===== config.mk =====
export PLATFORM = sky130hd
export DESIGN_NAME = uart_tx_fifo
export DESIGN_NICKNAME = d
export VERILOG_FILES = /design/src/rtl/uart_tx_fifo.sv
export SDC_FILE = /design/constraint.sdc
export NUM_CORES = 1
export LEC_CHECK = 0
export BUFFER_PORTS_ARGS = -buffer_cell sky130_fd_sc_hd__buf_2
export CELL_PAD_IN_SITES_DETAIL_PLACEMENT = 0
export CELL_PAD_IN_SITES_GLOBAL_PLACEMENT = 2
export CORE_UTILIZATION = 40
export CTS_CLUSTER_DIAMETER = 50
export DETAILED_ROUTE_END_ITERATION = 12
export PLACE_DENSITY_LB_ADDON = 0.1
export RECOVER_POWER = 25
export REMOVE_ABC_BUFFERS = 1
export SETUP_SLACK_MARGIN = 0.1
export SLEW_MARGIN = 0
export SYNTH_ARGS = -nofsm -noshare
export SYNTH_HDL_FRONTEND = slang
export SYNTH_SLANG_ARGS = --single-unit

===== constraint.sdc =====
create_clock -name sysclk -period 3.8 [get_ports sysclk]
set_clock_uncertainty 0.1 [all_clocks]
set_input_delay 0.19 -clock sysclk [delete_from_list [all_inputs] [get_ports sysclk]]
set_output_delay 0.19 -clock sysclk [all_outputs]
set_load 0.02 [all_outputs]

===== src/rtl/uart_tx_fifo.sv =====
// Buffered 8N1 UART transmitter: FIFO of 2**FIFO_AW bytes drained LSB-first onto an idle-high line.
// Push to line-low latency is 2 cycles; pushes while full are dropped, back-to-back frames have no gap.
module uart_tx_fifo #(
  parameter int CLKS_PER_BIT = 87,
  parameter int FIFO_AW      = 4
) (
  input  logic       sysclk,
  input  logic       cpu_resetn,
  input  logic       wr_en,
  input  logic [7:0] wr_data,
  output logic       full,
  output logic       empty,
  output logic       busy,
  output logic       uart_rx_out
);

  localparam int BW = $clog2(CLKS_PER_BIT);
  localparam logic [BW-1:0]    BAUD_MAX = BW'(CLKS_PER_BIT - 1);
  localparam logic [FIFO_AW:0] DEPTH    = (FIFO_AW+1)'(2**FIFO_AW);

  typedef enum logic [1:0] {IDLE, START, DATA, STOP} state_t;

  state_t             state, state_nxt;
  logic [7:0]         mem [2**FIFO_AW];
  logic [FIFO_AW-1:0] wr_ptr, rd_ptr;
  logic [FIFO_AW:0]   count;
  logic [BW-1:0]      baud, baud_nxt;
  logic [2:0]         idx, idx_nxt;
  logic [7:0]         shift, shift_nxt;
  logic               line_nxt, push, pop, bit_end;

  assign full    = (count == DEPTH);
  assign empty   = (count == '0);
  assign busy    = (state != IDLE) || !empty;
  assign push    = wr_en && !full;
  assign bit_end = (baud == BAUD_MAX);

  always_ff @(posedge sysclk) begin
    if (push) mem[wr_ptr] <= wr_data;
  end

  always_ff @(posedge sysclk or negedge cpu_resetn) begin
    if (!cpu_resetn) begin
      wr_ptr <= '0;
      rd_ptr <= '0;
      count  <= '0;
    end else begin
      if (push) wr_ptr <= wr_ptr + FIFO_AW'(1);
      if (pop)  rd_ptr <= rd_ptr + FIFO_AW'(1);
      case ({push, pop})
        2'b10:   count <= count + (FIFO_AW+1)'(1);
        2'b01:   count <= count - (FIFO_AW+1)'(1);
        default: count <= count;
      endcase
    end
  end

  // The FSM only pops on registered !empty, so a byte pushed this cycle is seen next cycle.
  always_comb begin
    state_nxt = state;
    pop       = 1'b0;
    baud_nxt  = baud + BW'(1);
    idx_nxt   = idx;
    shift_nxt = shift;
    case (state)
      IDLE: begin
        baud_nxt = baud;
        if (!empty) begin
          pop       = 1'b1;
          state_nxt = START;
          shift_nxt = mem[rd_ptr];
          baud_nxt  = '0;
          idx_nxt   = '0;
        end
      end
      START: begin
        if (bit_end) begin
          baud_nxt  = '0;
          state_nxt = DATA;
        end
      end
      DATA: begin
        if (bit_end) begin
          baud_nxt  = '0;
          shift_nxt = {1'b0, shift[7:1]};
          idx_nxt   = idx + 3'd1;
          if (idx == 3'd7) state_nxt = STOP;
        end
      end
      STOP: begin
        if (bit_end) begin
          baud_nxt = '0;
          if (!empty) begin
            pop       = 1'b1;
            state_nxt = START;
            shift_nxt = mem[rd_ptr];
            idx_nxt   = '0;
          end else begin
            state_nxt = IDLE;
          end
        end
      end
      default: state_nxt = IDLE;
    endcase
  end

  always_comb begin
    line_nxt = 1'b1;
    case (state)
      START:   line_nxt = 1'b0;
      DATA:    line_nxt = shift[0];
      default: line_nxt = 1'b1;
    endcase
  end

  always_ff @(posedge sysclk or negedge cpu_resetn) begin
    if (!cpu_resetn) begin
      state       <= IDLE;
      baud        <= '0;
      idx         <= '0;
      shift       <= '0;
      uart_rx_out <= 1'b1;
    end else begin
      state       <= state_nxt;
      baud        <= baud_nxt;
      idx         <= idx_nxt;
      shift       <= shift_nxt;
      uart_rx_out <= line_nxt;
    end
  end

endmodule


==> results of run 1 <==
[registers in the layout, indices dropped and copies added (netlist names)]
register and cells:
mem 128, shift 8, baud 7, count 5, rd_ptr 4, wr_ptr 4
idx 3, state 2, uart_rx_out 1
[synthesized netlist by cell type, types with 4 or more instances]
cell type  instances  area share, %
o21ai_0           12           0.87
edfxtp_1         128             56
inv_1             11           0.60
dfrtp_1           33             12
xnor2_1            7           0.89
mux4_1            16            6.1
a21oi_1           23            1.7
mux4_2            16            5.2
buf_2              4           0.29
nand2_1           15           0.82
a22oi_1           14            1.5
buf_6              5           0.82
ha_1              19            3.5
nor2_1            26            1.4
nor3_1             4           0.29
nand2b_1           5           0.46
xor2_1             4           0.51
[worst paths after layout]
path	from	to	slack, ns	cells past startpoint
worst max-delay path	count[0]	count[4]	0.75	11
worst min-delay path	wr_data[1]	mem[1][1]	0.06	1
worst max register to register	count[0]	count[4]	0.75	11
worst min register to register	shift[0]	uart_rx_out	0.40	2
max in group asynchronous	cpu_resetn	rd_ptr[0]	2.75	2
min in group asynchronous	cpu_resetn	baud[4]	0.29	2
[critical path, cell delays in order, from the launching register on]
cell,delay [ns]
dfrtp_1,0.43
nor4_1,0.50
nand2b_1,0.23
inv_1,0.14
nor3_2,0.08
ha_1,0.29
fa_1,0.43
a21o_1,0.19
a21oi_1,0.16
xor2_1,0.16
nor2_1,0.06
xor2_1,0.14
[power by group through the flow]
stage | clock network [W] | logic (W) | registers [W]
global route | 0.00180 | 0.00208 | 0.00248
CTS | 0.00174 | 0.00189 | 0.00244
global placement | 0 | 0.00188 | 0.00247
finish | 0.00169 | 0.00186 | 0.00244
floorplan | 0 | 0.00125 | 0.00249
detailed placement | 0 | 0.00189 | 0.00248
[final cells by class]
type                            count  share of cell area [%]
Clock buffer                       17                    5.50
Clock inverter                     15                    2.12
Inverter                           11                   0.533
Multi-Input combinational cell    206                    25.6
Sequential cell                   162                    60.7
Tap cell                          220                    3.56
Timing Repair Buffer               23                    2.02
[cells by family after synthesis]
logic type | after synthesis | synth area share, %
flip-flops | 162 | 68.4
AO/OA/AOI/OAI | 70 | 6.74
AND/OR/NAND/NOR | 68 | 4.79
multiplexers | 37 | 12.2
buffers and inverters | 30 | 2.79
adder cells (fa/ha/maj) | 20 | 3.75
XOR/XNOR | 11 | 1.40
[through the flow]
stage	setup WS [ns]	instance area [um^2]	hold WS, ns	utilization (%)	power (W)
after detailed placement	0.771	7150	0.244	42.8	0.00437
final	0.751	7740	0.0622	46.3	0.00599
after global routing	0.486	7740	0.0557	46.3	0.00637
after global placement	0.780	7150	0.240	42.8	0.00434
after floorplan	0.997	6720	-0.206	-	0.00375
after CTS	0.751	7750	0.0289	46.4	0.00607
[layer usage]
metal,routed length (um),GRT usage [%]
met1,6440,23.0
met2,6540,26.9
met3,385,4.14
met4,184,6.32
met5,0,0
==> impl_metrics.yaml, run 1 <==
status:
  outcome: "complete, no violations"
timing:
  report.final.slew_viol_count: 0
  maxSlewHeadroom_pct: 31.2
  setup_viol: 0
  post-route-period-util_pct: 80.2
  grt_setup_unrepaired: "false"
  fmax_ghz: 0.328
  final_hold_viol_count: 0
  finalSetupTns_ns: 0
  worst_pin_slew_ns: 1.03
  fin_crit_ns: 3.05
layout:
  n_antenna_cell: 0
  nets: 452
  seq_area_um2: 4700
  synthToLayoutAreaGrowth_pct: 12.7
  final_common_cell: "edfxtp_1"
  mostFrequentLayoutCells: "edfxtp_1, dfrtp_1, nor2_1"
  drive_gt1_share_pct: 17.5
  multi_input_area_um2: 1980
  final_cells: 654
  fillers: 1444
placement:
  gp_congestion: 0.740
  dp.final_hpwl_um: 8760
  port_buffers: 14
  place_inst: 621
route:
  dr.pass1.iters: 5
  ant_nets: 0
  vias_per_cell: 5.31
  drt_iter0_drc: 210
  drc: 0
  vias: 3472
  totalWireLength_um: 13500
  wl_per_cell_um: 20.7
synth:
  synth_cells: 398
  netlist-cell-type-count: 52
  ys_seq_elements: 162
  synth_edf_count: 128
  ys.flop_type: "edfxtp_1"
  ys_async_sr_fraction_pct: 21.0
  ys.warnings.count: 0
  synth_area_per_cell_um2: 17.3
  synth_area_um2: 6870
  ys_seq_area_share_pct: 68.4
clock_network:
  cts-resized-gates: 0
  tritoncts: "yes"
  cts_max_path_buffers: 2
  path_clk_slew_ns: 0.07
  cts_sinks: 162
  numCtsBuffers: 17
  cts_setup_buffers: 0
  cts_hold_buf: 1
  htree_levels: 4
  clockRootBuffer: "clkbuf_16"
  clock_latency_ns: 0.43
floorplanning:
  die_h_um: 133
  fp.dieArea_um2: 17700
  die-width_um: 133
  core_area_um2: 16700
  num_rows: 47
  ios: 15
  start_util_pct: 41.1
worst_setup_path:
  start_kind: "flop"
  criticalPathCategory: "flop to flop"
  critPathCaptureType: "flop"
  arrival_ns: 3.26
  worstPathMaxFanout: 5
  required_ns: 4.01
grt:
  antenna_found_initial: 0
  grt_start_max_net_pins: 35
  grt_pass1_wl_um: 21500
  grt_pass1_vias: 3632
  grt_usage_pct: 17.1
  gr-total-overflow: 0
worst_hold_path:
  min_path_type: "primary input to flop"
power:
  p_switching_w: 0.00201
  swShare_pct: 33.5
  p_comb_share_pct: 31.0
  power.density_nw_per_um2: 774
  intPower_w: 0.00398
  clockPowerShare_pct: 28.3
  ir_drop_uv: 453
  power_frac_seq_pct: 40.7
  p_leak_nw: 2.75
flow_run:
  maxCapViolCount: 0
Power figures use the tool's default switching activity.
==> run 2, diff against run 1 <==
- clock period: 3.8 -> 2.47 ns (I/O delays scaled with it)
==> run 2 against run 1 <==
Compared with the run above: combinational power increased by 91%; sequential power up 50%; utilization rose by 2.7 points; critical path type unchanged; largest power group unchanged; clock power grew 46%; hold slack improved by 0.017 ns; largest cell class unchanged; sequential cell count did not move; design area is 5.8% higher.
==> impl_metrics.yaml, run 2 (synthesis gave the netlist of run 1 again) <==
floorplanning:
  num_rows: 47
  core_area_um2: 16700
  die-width_um: 133
  start_util_pct: 41.1
  ios: 15
  fp.dieArea_um2: 17700
  die_h_um: 133
timing:
  fmax_ghz: 0.416
  maxSlewHeadroom_pct: 39.0
  setup_viol: 0
  worst_pin_slew_ns: 0.911
  grt_setup_unrepaired: "true"
  finalSetupTns_ns: 0
  holdWs_ns: 0.0793
  fin_crit_ns: 2.40
  post-route-period-util_pct: 97.2
  final_hold_viol_count: 0
  report.final.slew_viol_count: 0
route:
  drt_iter0_drc: 258
  ant_nets: 0
  vias: 3638
  vias_per_cell: 5.20
  totalWireLength_um: 13800
  wl_per_cell_um: 19.7
  drc: 0
  dr.pass1.iters: 4
layout:
  n_antenna_cell: 0
  top_register: "mem"
  nets: 499
  reg.largest.list: "mem x128, shift x8, baud x7"
  fillers: 1458
  drive_gt1_share_pct: 27.5
  mostFrequentLayoutCells: "edfxtp_1, buf_4, dfrtp_1"
  largest_reg_flops: 128
  synthToLayoutAreaGrowth_pct: 19.3
  final_common_cell: "edfxtp_1"
placement:
  dp.final_hpwl_um: 8980
  gp_congestion: 0.721
  port_buffers: 14
grt:
  grt_pass1_wl_um: 21700
  gr-total-overflow: 0
  grt_pass1_vias: 3779
  grt_start_max_net_pins: 35
  antenna_found_initial: 0
  grt_usage_pct: 17.1
clock_network:
  htree_levels: 4
  clock_latency_ns: 0.42
  path_clk_slew_ns: 0.06
  cts_sinks: 162
  cts_max_path_buffers: 2
  numCtsBuffers: 17
  tritoncts: "yes"
  clockRootBuffer: "clkbuf_16"
power:
  power.density_nw_per_um2: 1180
  power.total_w: 0.00968
  ir_drop_uv: 660
  p_leak_nw: 2.98
worst_setup_path:
  start_kind: "flop"
  critPathCaptureType: "flop"
  worstPathMaxFanout: 4
  criticalPathCategory: "flop to flop"
  r2r_cells: 10
  required_ns: 2.67
  arrival_ns: 2.60
flow_run:
  maxCapViolCount: 0
status:
  outcome: "complete, no violations"
worst_hold_path:
  min_path_cells: 4
  min_path_type: "primary input to flop"
## run 2: power breakdown
part           leakage [nW]  total [W]  internal, W  switching, W
Combinational          1.14    0.00355      0.00173       0.00182
Sequential             1.57    0.00366      0.00342      0.000242
Clock                 0.264    0.00247      0.00139       0.00108
Total                  2.98    0.00968      0.00654       0.00314
## run 2: cell type report
| class | instances | area, um^2 | area share [%] |
|---|---|---|---|
| flip-flops and latches | 162 | 4700 | 57.3 |
| clock buffers | 17 | 425 | 5.19 |
| multi-input cells | 206 | 2050 | 25.0 |
| clock inverters | 14 | 129 | 1.57 |
| repair buffers | 70 | 572 | 6.98 |
| inverters | 11 | 41.3 | 0.504 |
| well taps | 220 | 275 | 3.36 |
## run 2: final timing paths
| check | startpoint | to | slack [ns] |
|---|---|---|---|
| max | baud[5] | count[4] | 0.07 |
| min in group asynchronous | cpu_resetn | baud[6] | 0.23 |
| max reg2reg | baud[5] | count[4] | 0.07 |
| max in group asynchronous | cpu_resetn | rd_ptr[0] | 1.49 |
| min | wr_en | wr_ptr[0] | 0.08 |
| min reg2reg | shift[7] | shift[7] | 0.39 |
## run 2: worst max-delay path, cell delays in order, from the launching register on
cell and delay, ns:
dfrtp_1 0.38, and4bb_2 0.33, a41oi_2 0.11, nor3_2 0.28, ha_4 0.22, ha_4 0.20
a21o_1 0.18, a21oi_2 0.14, xor2_1 0.15, nor2_1 0.06, xor2_1 0.13
## run 2: per-layer routing
metal	vias to the layer above	global-route usage (%)	routed length [um]
met5	-	0	0
met4	0	6.19	183
met3	15	4.21	429
met2	55	27.1	6630
met1	1850	23.0	6550
li1	1718	-	-
## run 2: per-stage QoR
| stage | cell area [um^2] | setup slack (ns) | util [%] | std cells |
|---|---|---|---|---|
| 3_5_place_dp | 7430 | -0.174 | 44.5 | 654 |
| 5_1_grt | 8190 | -0.00495 | 49.0 | 700 |
| 2_1_floorplan | 6720 | -0.333 | - | 379 |
| 3_3_place_gp | 7430 | -0.121 | 44.5 | 654 |
| 6_report | 8190 | 0.0689 | 49.0 | 700 |
| 4_1_cts | 8160 | 0.0278 | 48.9 | 700 |
## run 2: timing repair
action                     4_1_cts  5_1_grt
hold endpoints to repair       133        0
hold buffers                     8        0
resized for setup               11       11
pin swaps                        6       13
setup endpoints to repair       33       66
setup buffers                    7        1
==> run 3, diff against run 2 <==
- GPL_TIMING_DRIVEN: not set -> 0
- SKIP_CTS_REPAIR_TIMING: not set -> 1
==> run 3 against run 2 <==
Compared with the run above: the flow now finishes with violations (hold timing, setup timing); via count is 3.8% lower; sequential cell count did not move; combinational power decreased by 14%; clock power is 13% higher; clock-buffer cell count grew 4; die area is the same; final cell count is 5.4% lower; design area decreased by 2.7%; wire length fell by 3.2%.
==> impl_metrics.yaml, run 3 (synthesis gave the netlist of run 1 again) <==
power:
  p_switching_w: 0.00306
  p_comb_share_pct: 31.5
  ir_drop_uv: 571
  swShare_pct: 31.7
  clockPowerShare_pct: 28.7
  intPower_w: 0.00659
  power.density_nw_per_um2: 1210
  p_leak_nw: 2.81
  power_frac_seq_pct: 39.8
clock_network:
  tritoncts: "yes"
  numCtsBuffers: 17
  htree_levels: 4
  path_clk_slew_ns: 0.06
  cts_max_path_buffers: 2
  clock_latency_ns: 0.41
  cts_sinks: 162
  clockRootBuffer: "clkbuf_16"
layout:
  drive_gt1_share_pct: 23.8
  largest_reg_flops: 128
  reg.largest.list: "mem x128, shift x8, baud x7"
  synthToLayoutAreaGrowth_pct: 16.1
  n_antenna_cell: 0
  mostFrequentLayoutCells: "edfxtp_1, dfrtp_1, nor2_1"
  top_register: "mem"
  fin_util_pct: 47.7
  final_common_cell: "edfxtp_1"
  final_cells: 662
  final_area_um2: 7970
  nets: 460
floorplanning:
  fp.dieArea_um2: 17700
  start_util_pct: 41.1
  core_area_um2: 16700
  num_rows: 47
  die_h_um: 133
  ios: 15
  die-width_um: 133
worst_setup_path:
  critPathCaptureType: "flop"
  timing.rr.start: "baud[3]"
  start_kind: "flop"
  r2r_slack_ns: -0.13
  r2r_cells: 10
  arrival_ns: 2.79
  criticalPathCategory: "flop to flop"
  required_ns: 2.67
  worstPathMaxFanout: 5
  r2r_end: "count[4]"
timing:
  final_hold_viol_count: 1
  grt_setup_unrepaired: "true"
  maxSlewHeadroom_pct: 38.7
  holdWs_ns: -0.0116
  setup_viol: 1
  report.final.slew_viol_count: 0
  fin_crit_ns: 2.60
  setup_ws_ns: -0.126
  post-route-period-util_pct: 105
  fmax_ghz: 0.385
  worst_pin_slew_ns: 0.917
status:
  violations: "hold timing, setup timing"
  outcome: "finished, violations left"
grt:
  gr-total-overflow: 0
  antenna_found_initial: 0
  grt_usage_pct: 16.3
  grt_pass1_wl_um: 20800
  grt_pass1_vias: 3564
  grt_start_max_net_pins: 35
route:
  totalWireLength_um: 13400
  wl_per_cell_um: 20.2
  vias_per_cell: 5.29
  drc: 0
  ant_nets: 0
  drt_iter0_drc: 159
  vias: 3501
  dr.pass1.iters: 4
worst_hold_path:
  worstHoldStart: "wr_en"
  min_path_cells: 3
  holdPathEnd: "wr_ptr[0]"
  min_path_type: "primary input to flop"
placement:
  place_ws_ns: -0.948
  dp.final_hpwl_um: 8370
  place_area_um2: 7110
  port_buffers: 14
  place_inst: 614
  gp_congestion: 0.678
flow_run:
  maxCapViolCount: 0
[run 3: cell types whose count changed in the layout (fill, tap and decap cells not counted), sizes merged]
cell / change
clkbuf: +4
bufinv: +3
clkinv: -2
buf: -34
dlygate4sd3: -5
clkinvlp: -3
inv: -1
[run 3: how the worst max path moves through the flow]
stage                         start        to  slack [ns]  depth (start not counted)
after global routing        baud[3]  count[4]       -0.27                         10
after floorplan            count[0]  count[4]       -0.33                         11
final                       baud[3]  count[4]       -0.13                         10
after global placement    rd_ptr[0]  shift[2]       -1.07                          5
after detailed placement   count[0]  count[4]       -0.95                         11
after CTS                  count[0]  count[4]       -0.95                         11
[run 3: final cells by class]
cell class | count | area [um^2]
clock buffer | 21 | 450
clock inverter | 11 | 176
fill | 1438 | 8730
inverter | 11 | 43.8
multi-input combinational | 206 | 2110
sequential | 162 | 4700
tap | 220 | 275
timing repair buffer | 31 | 210
[run 3: metal layers]
metal / routed length (um) / GRT usage, % / part of all wire, % / vias to the layer above
met4: 93 / 4.21 / 0.70 / 0
li1: - / - / - / 1637
met2: 6690 / 26.8 / 50 / 49
met1: 6230 / 21.7 / 47 / 1806
met3: 346 / 3.98 / 2.6 / 9
met5: 0 / 0 / 0 / -
[run 3: through the flow]
stage	total power [W]	hold WS, ns	TNS (ns)
after CTS	0.00946	-0.272	-8.55
after global placement	0.00658	0.172	-29.27
after floorplan	0.00576	-0.272	-1.79
after global routing	0.0102	0.00266	-0.359
final	0.00965	-0.0116	-0.126
after detailed placement	0.00665	0.174	-6.62
[run 3: worst max-delay path: stages, from the launching register on]
cell and delay, ns:
dfrtp_1 0.42, and4bb_2 0.36, a41oi_2 0.15, nor3_4 0.25
ha_4 0.23, ha_1 0.28, a21o_1 0.21, a21oi_2 0.14
xor2_1 0.16, nor2_1 0.06, xor2_1 0.13
[run 3: power groups by stage]
stage	clock network (W)	registers (W)	logic [W]
finish	0.00278	0.00384	0.00304
global route	0.00295	0.00391	0.00335
CTS	0.00285	0.00387	0.00274
detailed placement	0	0.00392	0.00272
global placement	0	0.00401	0.00257
floorplan	0	0.00383	0.00193
